===== src/rtl/i2s_apb_if.sv =====
// APB bus bundle between the CPU-side master and the I2S register front-end.
interface i2s_apb_if #(
    parameter int ADDR_WIDTH = 8
);
    logic                  psel;
    logic                  penable;
    logic                  pwrite;
    logic [ADDR_WIDTH-1:0] paddr;
    logic [31:0]           pwdata;
    logic [31:0]           prdata;
    logic                  pready;
    logic                  pslverr;

    modport master (
        output psel, penable, pwrite, paddr, pwdata,
        input  prdata, pready, pslverr
    );

    modport slave (
        input  psel, penable, pwrite, paddr, pwdata,
        output prdata, pready, pslverr
    );
endinterface


===== src/rtl/i2s_apb_regs.sv =====
// APB register front-end for the I2S block: config word packing, TX byte push, RX byte pop,
// sticky error status and level irq. Define I2S_APB_RX_EN to build the optional RX path.
//
// state  | meaning
// IDLE   | waiting for an APB setup cycle
// ACCESS | first access cycle; response already registered unless an RX pop is under way
// RXPOP  | rx_fifo_rdata valid, captured into prdata
// RXWAIT | RX read completes with pready=1
module i2s_apb_regs #(
    parameter int ADDR_WIDTH        = 8,
    parameter int CONFIG_DATA_WIDTH = 40,
    parameter int PHY_FIFO_WIDTH    = 8
) (
    input  logic                         clk,
    input  logic                         rst,
    i2s_apb_if.slave                     apb,
    input  logic                         config_fifo_full,
    output logic                         config_fifo_wr_en,
    output logic [CONFIG_DATA_WIDTH-1:0] config_fifo_wdata,
    input  logic                         tx_fifo_full,
    input  logic                         tx_fifo_empty,
    output logic                         tx_fifo_wr_en,
    output logic [PHY_FIFO_WIDTH-1:0]    tx_fifo_wdata,
    input  logic                         rx_fifo_empty,
    output logic                         rx_fifo_rd_en,
    input  logic [PHY_FIFO_WIDTH-1:0]    rx_fifo_rdata,
    output logic                         irq
);

`ifdef I2S_APB_RX_EN
    localparam bit RX_EN = 1'b1;
`else
    localparam bit RX_EN = 1'b0;
`endif

    localparam int HI_W = CONFIG_DATA_WIDTH - 32;

    typedef enum logic [1:0] {IDLE, ACCESS, RXPOP, RXWAIT} state_t;

    state_t             state_q, state_d;
    logic [2:0]         ctrl_q, ctrl_d;
    logic [31:0]        cfg_lo_q, cfg_lo_d;
    logic [HI_W-1:0]    cfg_hi_q, cfg_hi_d;
    // sticky bits: [0] tx_ovf, [1] cfg_ovf, [2] rx_udf
    logic [2:0]         sticky_q, sticky_d, sticky_set, sticky_clr;
    logic [31:0]        prdata_q, prdata_d;
    logic               pready_q, pready_d;
    logic               pslverr_q, pslverr_d;
    logic               cfg_wr_q, cfg_wr_d;
    logic               tx_wr_q, tx_wr_d;
    logic [PHY_FIFO_WIDTH-1:0] tx_wdata_q, tx_wdata_d;
    logic               rx_rd_q, rx_rd_d;
    logic               irq_q, irq_d;

    logic               setup;
    logic [2:0]         offset;
    logic [31:0]        status;
    logic               unused_paddr;

    assign setup  = apb.psel & ~apb.penable;
    assign offset = apb.paddr[4:2];
    assign status = {25'd0, sticky_q, RX_EN & rx_fifo_empty, config_fifo_full,
                     tx_fifo_empty, tx_fifo_full};
    assign unused_paddr = ^{apb.paddr[ADDR_WIDTH-1:5], apb.paddr[1:0]};

    always_ff @(posedge clk or posedge rst) begin
        if (rst) state_q <= IDLE;
        else     state_q <= state_d;
    end

    always_comb begin
        state_d    = state_q;
        ctrl_d     = ctrl_q;
        cfg_lo_d   = cfg_lo_q;
        cfg_hi_d   = cfg_hi_q;
        tx_wdata_d = tx_wdata_q;
        sticky_set = '0;
        sticky_clr = '0;
        prdata_d   = '0;
        pready_d   = 1'b0;
        pslverr_d  = 1'b0;
        cfg_wr_d   = 1'b0;
        tx_wr_d    = 1'b0;
        rx_rd_d    = 1'b0;
        case (state_q)
            IDLE: begin
                if (setup) begin
                    state_d  = ACCESS;
                    pready_d = 1'b1;
                    case (offset)
                        3'd0: begin
                            if (apb.pwrite) ctrl_d   = apb.pwdata[2:0];
                            else            prdata_d = {29'd0, ctrl_q};
                        end
                        3'd1: begin
                            if (apb.pwrite) sticky_clr = apb.pwdata[6:4];
                            else            prdata_d   = status;
                        end
                        3'd2: begin
                            if (apb.pwrite) cfg_lo_d = apb.pwdata;
                            else            prdata_d = cfg_lo_q;
                        end
                        3'd3: begin
                            if (apb.pwrite) cfg_hi_d = apb.pwdata[HI_W-1:0];
                            else            prdata_d = 32'(cfg_hi_q);
                        end
                        3'd4: begin
                            if (!apb.pwrite) begin
                                pslverr_d = 1'b1;
                            end else if (config_fifo_full) begin
                                pslverr_d     = 1'b1;
                                sticky_set[1] = 1'b1;
                            end else begin
                                cfg_wr_d = 1'b1;
                            end
                        end
                        3'd5: begin
                            if (!apb.pwrite) begin
                                pslverr_d = 1'b1;
                            end else if (tx_fifo_full) begin
                                pslverr_d     = 1'b1;
                                sticky_set[0] = 1'b1;
                            end else begin
                                tx_wr_d    = 1'b1;
                                tx_wdata_d = apb.pwdata[PHY_FIFO_WIDTH-1:0];
                            end
                        end
                        3'd6: begin
                            if (!RX_EN || apb.pwrite) begin
                                pslverr_d = 1'b1;
                            end else if (rx_fifo_empty) begin
                                pslverr_d     = 1'b1;
                                sticky_set[2] = 1'b1;
                            end else begin
                                rx_rd_d  = 1'b1;
                                pready_d = 1'b0;
                            end
                        end
                        default: pslverr_d = 1'b1;
                    endcase
                end
            end
            // the registered rd_en marks a legal RX pop in flight
            ACCESS: state_d = rx_rd_q ? RXPOP : IDLE;
            RXPOP: begin
                state_d  = RXWAIT;
                pready_d = 1'b1;
                prdata_d = 32'(rx_fifo_rdata);
            end
            RXWAIT:  state_d = IDLE;
            default: state_d = IDLE;
        endcase
        // a same-cycle error set beats the W1C clear
        sticky_d = (sticky_q & ~sticky_clr) | sticky_set;
        irq_d    = (ctrl_q[0] & RX_EN & ~rx_fifo_empty) | (ctrl_q[1] & tx_fifo_empty) |
                   (ctrl_q[2] & (|sticky_q));
    end

    always_ff @(posedge clk or posedge rst) begin
        if (rst) begin
            ctrl_q     <= '0;
            cfg_lo_q   <= '0;
            cfg_hi_q   <= '0;
            sticky_q   <= '0;
            prdata_q   <= '0;
            pready_q   <= 1'b0;
            pslverr_q  <= 1'b0;
            cfg_wr_q   <= 1'b0;
            tx_wr_q    <= 1'b0;
            tx_wdata_q <= '0;
            rx_rd_q    <= 1'b0;
            irq_q      <= 1'b0;
        end else begin
            ctrl_q     <= ctrl_d;
            cfg_lo_q   <= cfg_lo_d;
            cfg_hi_q   <= cfg_hi_d;
            sticky_q   <= sticky_d;
            prdata_q   <= prdata_d;
            pready_q   <= pready_d;
            pslverr_q  <= pslverr_d;
            cfg_wr_q   <= cfg_wr_d;
            tx_wr_q    <= tx_wr_d;
            tx_wdata_q <= tx_wdata_d;
            rx_rd_q    <= rx_rd_d;
            irq_q      <= irq_d;
        end
    end

    assign apb.prdata        = prdata_q;
    assign apb.pready        = pready_q;
    assign apb.pslverr       = pslverr_q;
    assign config_fifo_wr_en = cfg_wr_q;
    assign config_fifo_wdata = {cfg_hi_q, cfg_lo_q};
    assign tx_fifo_wr_en     = tx_wr_q;
    assign tx_fifo_wdata     = tx_wdata_q;
    assign irq               = irq_q;

`ifdef I2S_APB_RX_EN
    assign rx_fifo_rd_en = rx_rd_q;
`else
    assign rx_fifo_rd_en = 1'b0;
`endif

endmodule


===== src/flat_wrapper.sv =====
// flat-port wrapper written by rule: the top's interface ports become plain ports
module i2s_apb_regs_flat 
#(
    parameter int ADDR_WIDTH        = 8,
    parameter int CONFIG_DATA_WIDTH = 40,
    parameter int PHY_FIFO_WIDTH    = 8
)
  (clk, rst, config_fifo_full, config_fifo_wr_en, config_fifo_wdata, tx_fifo_full, tx_fifo_empty, tx_fifo_wr_en, tx_fifo_wdata, rx_fifo_empty, rx_fifo_rd_en, rx_fifo_rdata, irq, apb_psel, apb_penable, apb_pwrite, apb_paddr, apb_pwdata, apb_prdata, apb_pready, apb_pslverr);
  i2s_apb_if #(.ADDR_WIDTH(ADDR_WIDTH)) apb_i ();
  input  logic clk;
  input  logic rst;
  input  logic config_fifo_full;
  output logic config_fifo_wr_en;
  output logic [CONFIG_DATA_WIDTH-1:0] config_fifo_wdata;
  input  logic tx_fifo_full;
  input  logic tx_fifo_empty;
  output logic tx_fifo_wr_en;
  output logic [PHY_FIFO_WIDTH-1:0] tx_fifo_wdata;
  input  logic rx_fifo_empty;
  output logic rx_fifo_rd_en;
  input  logic [PHY_FIFO_WIDTH-1:0] rx_fifo_rdata;
  output logic irq;
  input wire logic [$bits(apb_i.psel)-1:0] apb_psel;
  input wire logic [$bits(apb_i.penable)-1:0] apb_penable;
  input wire logic [$bits(apb_i.pwrite)-1:0] apb_pwrite;
  input wire logic [$bits(apb_i.paddr)-1:0] apb_paddr;
  input wire logic [$bits(apb_i.pwdata)-1:0] apb_pwdata;
  output wire logic [$bits(apb_i.prdata)-1:0] apb_prdata;
  output wire logic [$bits(apb_i.pready)-1:0] apb_pready;
  output wire logic [$bits(apb_i.pslverr)-1:0] apb_pslverr;
  assign apb_i.psel = apb_psel;
  assign apb_i.penable = apb_penable;
  assign apb_i.pwrite = apb_pwrite;
  assign apb_i.paddr = apb_paddr;
  assign apb_i.pwdata = apb_pwdata;
  assign apb_prdata = apb_i.prdata;
  assign apb_pready = apb_i.pready;
  assign apb_pslverr = apb_i.pslverr;
  i2s_apb_regs #(.ADDR_WIDTH(ADDR_WIDTH), .CONFIG_DATA_WIDTH(CONFIG_DATA_WIDTH), .PHY_FIFO_WIDTH(PHY_FIFO_WIDTH)) u_core (.clk(clk), .rst(rst), .apb(apb_i), .config_fifo_full(config_fifo_full), .config_fifo_wr_en(config_fifo_wr_en), .config_fifo_wdata(config_fifo_wdata), .tx_fifo_full(tx_fifo_full), .tx_fifo_empty(tx_fifo_empty), .tx_fifo_wr_en(tx_fifo_wr_en), .tx_fifo_wdata(tx_fifo_wdata), .rx_fifo_empty(rx_fifo_empty), .rx_fifo_rd_en(rx_fifo_rd_en), .rx_fifo_rdata(rx_fifo_rdata), .irq(irq));
endmodule

===== config.mk =====
export PLATFORM = sky130hd
export DESIGN_NAME = i2s_apb_regs_flat
export DESIGN_NICKNAME = d
export VERILOG_FILES = /design/src/rtl/i2s_apb_if.sv /design/src/rtl/i2s_apb_regs.sv /design/src/flat_wrapper.sv
export SDC_FILE = /design/constraint.sdc
export NUM_CORES = 1
export LEC_CHECK = 0
export ABC_AREA = 1
export CAP_MARGIN = 20
export CORE_MARGIN = 2
export CORE_UTILIZATION = 25
export CTS_CLUSTER_SIZE = 24
export DETAILED_ROUTE_END_ITERATION = 8
export GPL_TIMING_DRIVEN = 0
export PLACE_DENSITY = 0.52
export SLEW_MARGIN = 20
export SYNTH_ARGS = -nofsm -noshare
export SYNTH_HDL_FRONTEND = slang
export SYNTH_SLANG_ARGS = --single-unit

===== constraint.sdc =====
create_clock -name clk -period 3.65 [get_ports clk]
set_clock_uncertainty 0.05 [all_clocks]
set_input_delay 1.095 -clock clk [delete_from_list [all_inputs] [get_ports clk]]
set_output_delay 1.095 -clock clk [all_outputs]
set_load 0.01 [all_outputs]

==> flow_summary.yaml <==
status:
  status: "finished, final reports clean"
timing:
  max-slew-margin-rel_pct: 46.6
  max_freq_ghz: 0.388
  whs_ns: 0.453
  setup_violations: 0
  worst_pin_slew_ns: 0.794
  grt_setup_unrepaired: "false"
  slew_violations: 0
  hold_viol: 0
  finalCritPeriodShare_pct: 70.6
  post-route-min-period_ns: 2.58
  fin_setup_tns_ns: 0
setup_path:
  r2r_end: "u_core.apb.prdata[5]"
  worstPathMaxFanout: 8
  crit_family: "simple AND/OR/NAND/NOR gates"
  reg2reg_from: "u_core.state_q[0]"
  crit_buf_inv: 2
  startpoint_type: "input pin"
  r2r_slack_ns: 1.93
  required_ns: 3.88
  cp_cell_sequence: "clkdlybuf4s50_1 -> inv_1 -> nor2_2 -> nand2_4 -> nor3_1 -> nand2_1 -> nand2_1"
  path_depth: 7
  critPathMaxStageDelay_ns: 0.64
  crit_slowest_cell: "nor3_1"
  critical_path.most_common_cell: "nand2_1"
  r2r_cells: 5
  crit_type: "in -> reg"
  cp-end-kind: "flop"
  arrival_ns: 2.81
clock_tree:
  numClockSinks: 93
  ctsHoldBuffers: 0
  htreeDepth: 3
  clk_path_buf_depth: 2
  clk_pin_slew_ns: 0.06
  insertion_delay_ns: 0.34
  post_cts_buffers: 0
  cts.repair.resized: 0
  cts_made_buffers: 9
  cts_tree: "done"
  clock-root-buffer: "clkbuf_16"
pwr:
  p_leak_uw: 0.00268
  share_comb_of_total_power_pct: 18.0
  ir_drop_v: 0.000219
  power_switching_uw: 708
  pwr-share-seq_pct: 45.3
  p_total_uw: 2700
  clkPwrFrac_pct: 36.7
  switching_share_pct: 26.2
  p_int_uw: 1990
  powerDensity_nw_per_um2: 472
final_layout:
  nets: 629
  multi_input_area_um2: 1240
  layout-drive-gt1-share_pct: 8.32
  seqCellArea_um2: 2330
  fill_cells: 1496
  layout_common_cells: "nand2_1 (165), clkdlybuf4s50_1 (135), dfrtp_1 (93)"
  finalNonFillerCells: 761
  layout_commonest_cell: "nand2_1"
  final_area_um2: 5710
  antenna_cells: 0
  area_growth_syn_to_layout_pct: 51.2
placement:
  place_congestion: 0.762
  dpl.hpwl_um: 8540
  place_area_um2: 5390
  placed_cells: 745
  port_buffers: 135
hold_path:
  hold_depth: 2
  hp-start: "u_core.ctrl_q[0]"
  min_to: "u_core.ctrl_q[0]"
  min_path_type: "reg -> reg"
drt:
  first_pass_iters: 4
  wirelength_um: 11200
  via_per_inst: 4.35
  initialDrtViolationCount: 127
  vias: 3311
  wire_per_inst_um: 14.8
  drc: 0
  ant_nets: 0
grt:
  antenna_found_initial: 0
  use_met2_pct: 23.9
  grt_pass1_wl_um: 17900
  top_usage_layer: "met2"
  grtUsageTotal_pct: 14.4
  grt_pass1_vias: 3371
  gr-total-overflow: 0
  use_met1_pct: 17.9
  grt_max_degree: 52
  grt_util_met3_pct: 5.06
synthesis:
  synthMuxAreaShare_pct: 0
  syn_inst: 425
  synth-xor-area-share_pct: 0
  synth_top_family_by_area: "simple AND/OR/NAND/NOR gates"
  ys_ff_latch: 93
  synth_simple_gate_area_share_pct: 28.5
  syn_nets: 482
  yosysUniqueCellTypes: 23
  synth_compound_area_share_pct: 4.21
  synthAdderAreaFrac_pct: 0
  ys_warn_count: 0
  syn-cell-area_um2: 3780
  avgSynthCellArea_um2: 8.89
  synth-seq-area-share_pct: 61.6
floorplan:
  core-area_um2: 14600
  start_util_pct: 25.8
  io-pin-count: 143
  dieArea_um2: 16100
  die_h_um: 127
  chipWidth_um: 127
  num_rows: 44
run:
  max_cap_viol_count: 0
-- metrics by stage --
step	util (%)	setup slack, ns
after global placement	36.6	-1.43
final	39.0	1.07
after CTS	39.0	1.04
after floorplan	-	0.0847
after detailed placement	36.8	0.679
after global routing	39.0	0.970
-- sequential cells by signal, summed over array words and instances (netlist names) --
signal	cells
u_core.cfg_lo_q	32
u_core.apb.pready	1
u_core.state_q	2
u_core.irq	1
u_core.config_fifo_wr_en	1
u_core.apb.pslverr	1
u_core.sticky_q	3
u_core.apb.prdata	32
u_core.ctrl_q	3
u_core.tx_fifo_wr_en	1
u_core.cfg_hi_q	8
u_core.tx_fifo_wdata	8
-- cells in the mapped netlist --
| cell | count | area share [%] |
|---|---|---|
| a31oi_1 | 1 | 0.17 |
| and3_1 | 1 | 0.17 |
| buf_2 | 10 | 1.3 |
| buf_4 | 3 | 0.60 |
| buf_6 | 5 | 1.5 |
| conb_1 | 1 | 0.099 |
| dfrtp_1 | 93 | 62 |
| inv_1 | 18 | 1.8 |
| inv_2 | 4 | 0.40 |
| nand2_1 | 165 | 16 |
| nand2_2 | 2 | 0.33 |
| nand2_4 | 1 | 0.30 |
| nand3_1 | 34 | 4.5 |
| nand3_2 | 1 | 0.26 |
| nand4_1 | 1 | 0.17 |
| nor2_1 | 47 | 4.7 |
| nor2_2 | 2 | 0.33 |
| nor2_4 | 1 | 0.30 |
| nor2_8 | 1 | 0.53 |
| nor3_1 | 4 | 0.53 |
| o21ai_0 | 4 | 0.53 |
| o21ai_1 | 25 | 3.3 |
| o31ai_1 | 1 | 0.20 |
-- power groups by stage --
stage	registers, uW	logic, uW	clock network [uW]
final	1220	485	990
after global routing	1240	535	1060
after CTS	1220	494	1020
after detailed placement	1240	491	0
after global placement	1240	483	0
after floorplan	1260	147	0
-- cell families after synthesis --
| logic type | count (synthesis) |
|---|---|
| buffers and inverters | 40 |
| other | 1 |
| and+or+nand+nor | 260 |
| AOI/OAI and AO/OA | 31 |
| DFF | 93 |
-- worst max-delay path by stage --
stage | end | from | slack, ns
3_3_place_gp | u_core.irq | rst | -1.43
5_1_grt | u_core.apb.prdata[5] | apb_psel | 0.97
6_report | u_core.apb.prdata[5] | apb_psel | 1.07
4_1_cts | u_core.apb.prdata[5] | apb_psel | 1.04
3_5_place_dp | u_core.apb.prdata[5] | apb_psel | 0.68
2_1_floorplan | u_core.apb.prdata[0] | rst | 0.08
-- area by class of cell --
cell class,instances,area share (%)
Clock buffer,12,4.67
Inverter,22,1.53
Sequential cell,93,40.7
Timing Repair Buffer,136,24.1
Tap cell,184,4.03
Clock inverter,4,0.942
Multi-Input combinational cell,292,21.7
Buffer,18,2.26
-- per-layer routing --
metal	part of all wire, %	wire length [um]
met3	6.8	768
met1	44	4990
met5	0	0
met2	48	5360
met4	0.96	108
-- worst min-delay path, cell delays in order (launching register included) --
cell and delay [ns]:
dfrtp_1 0.35, nand2_1 0.05, o21ai_1 0.06
Note: power is estimated with default switching activity, not from simulation.
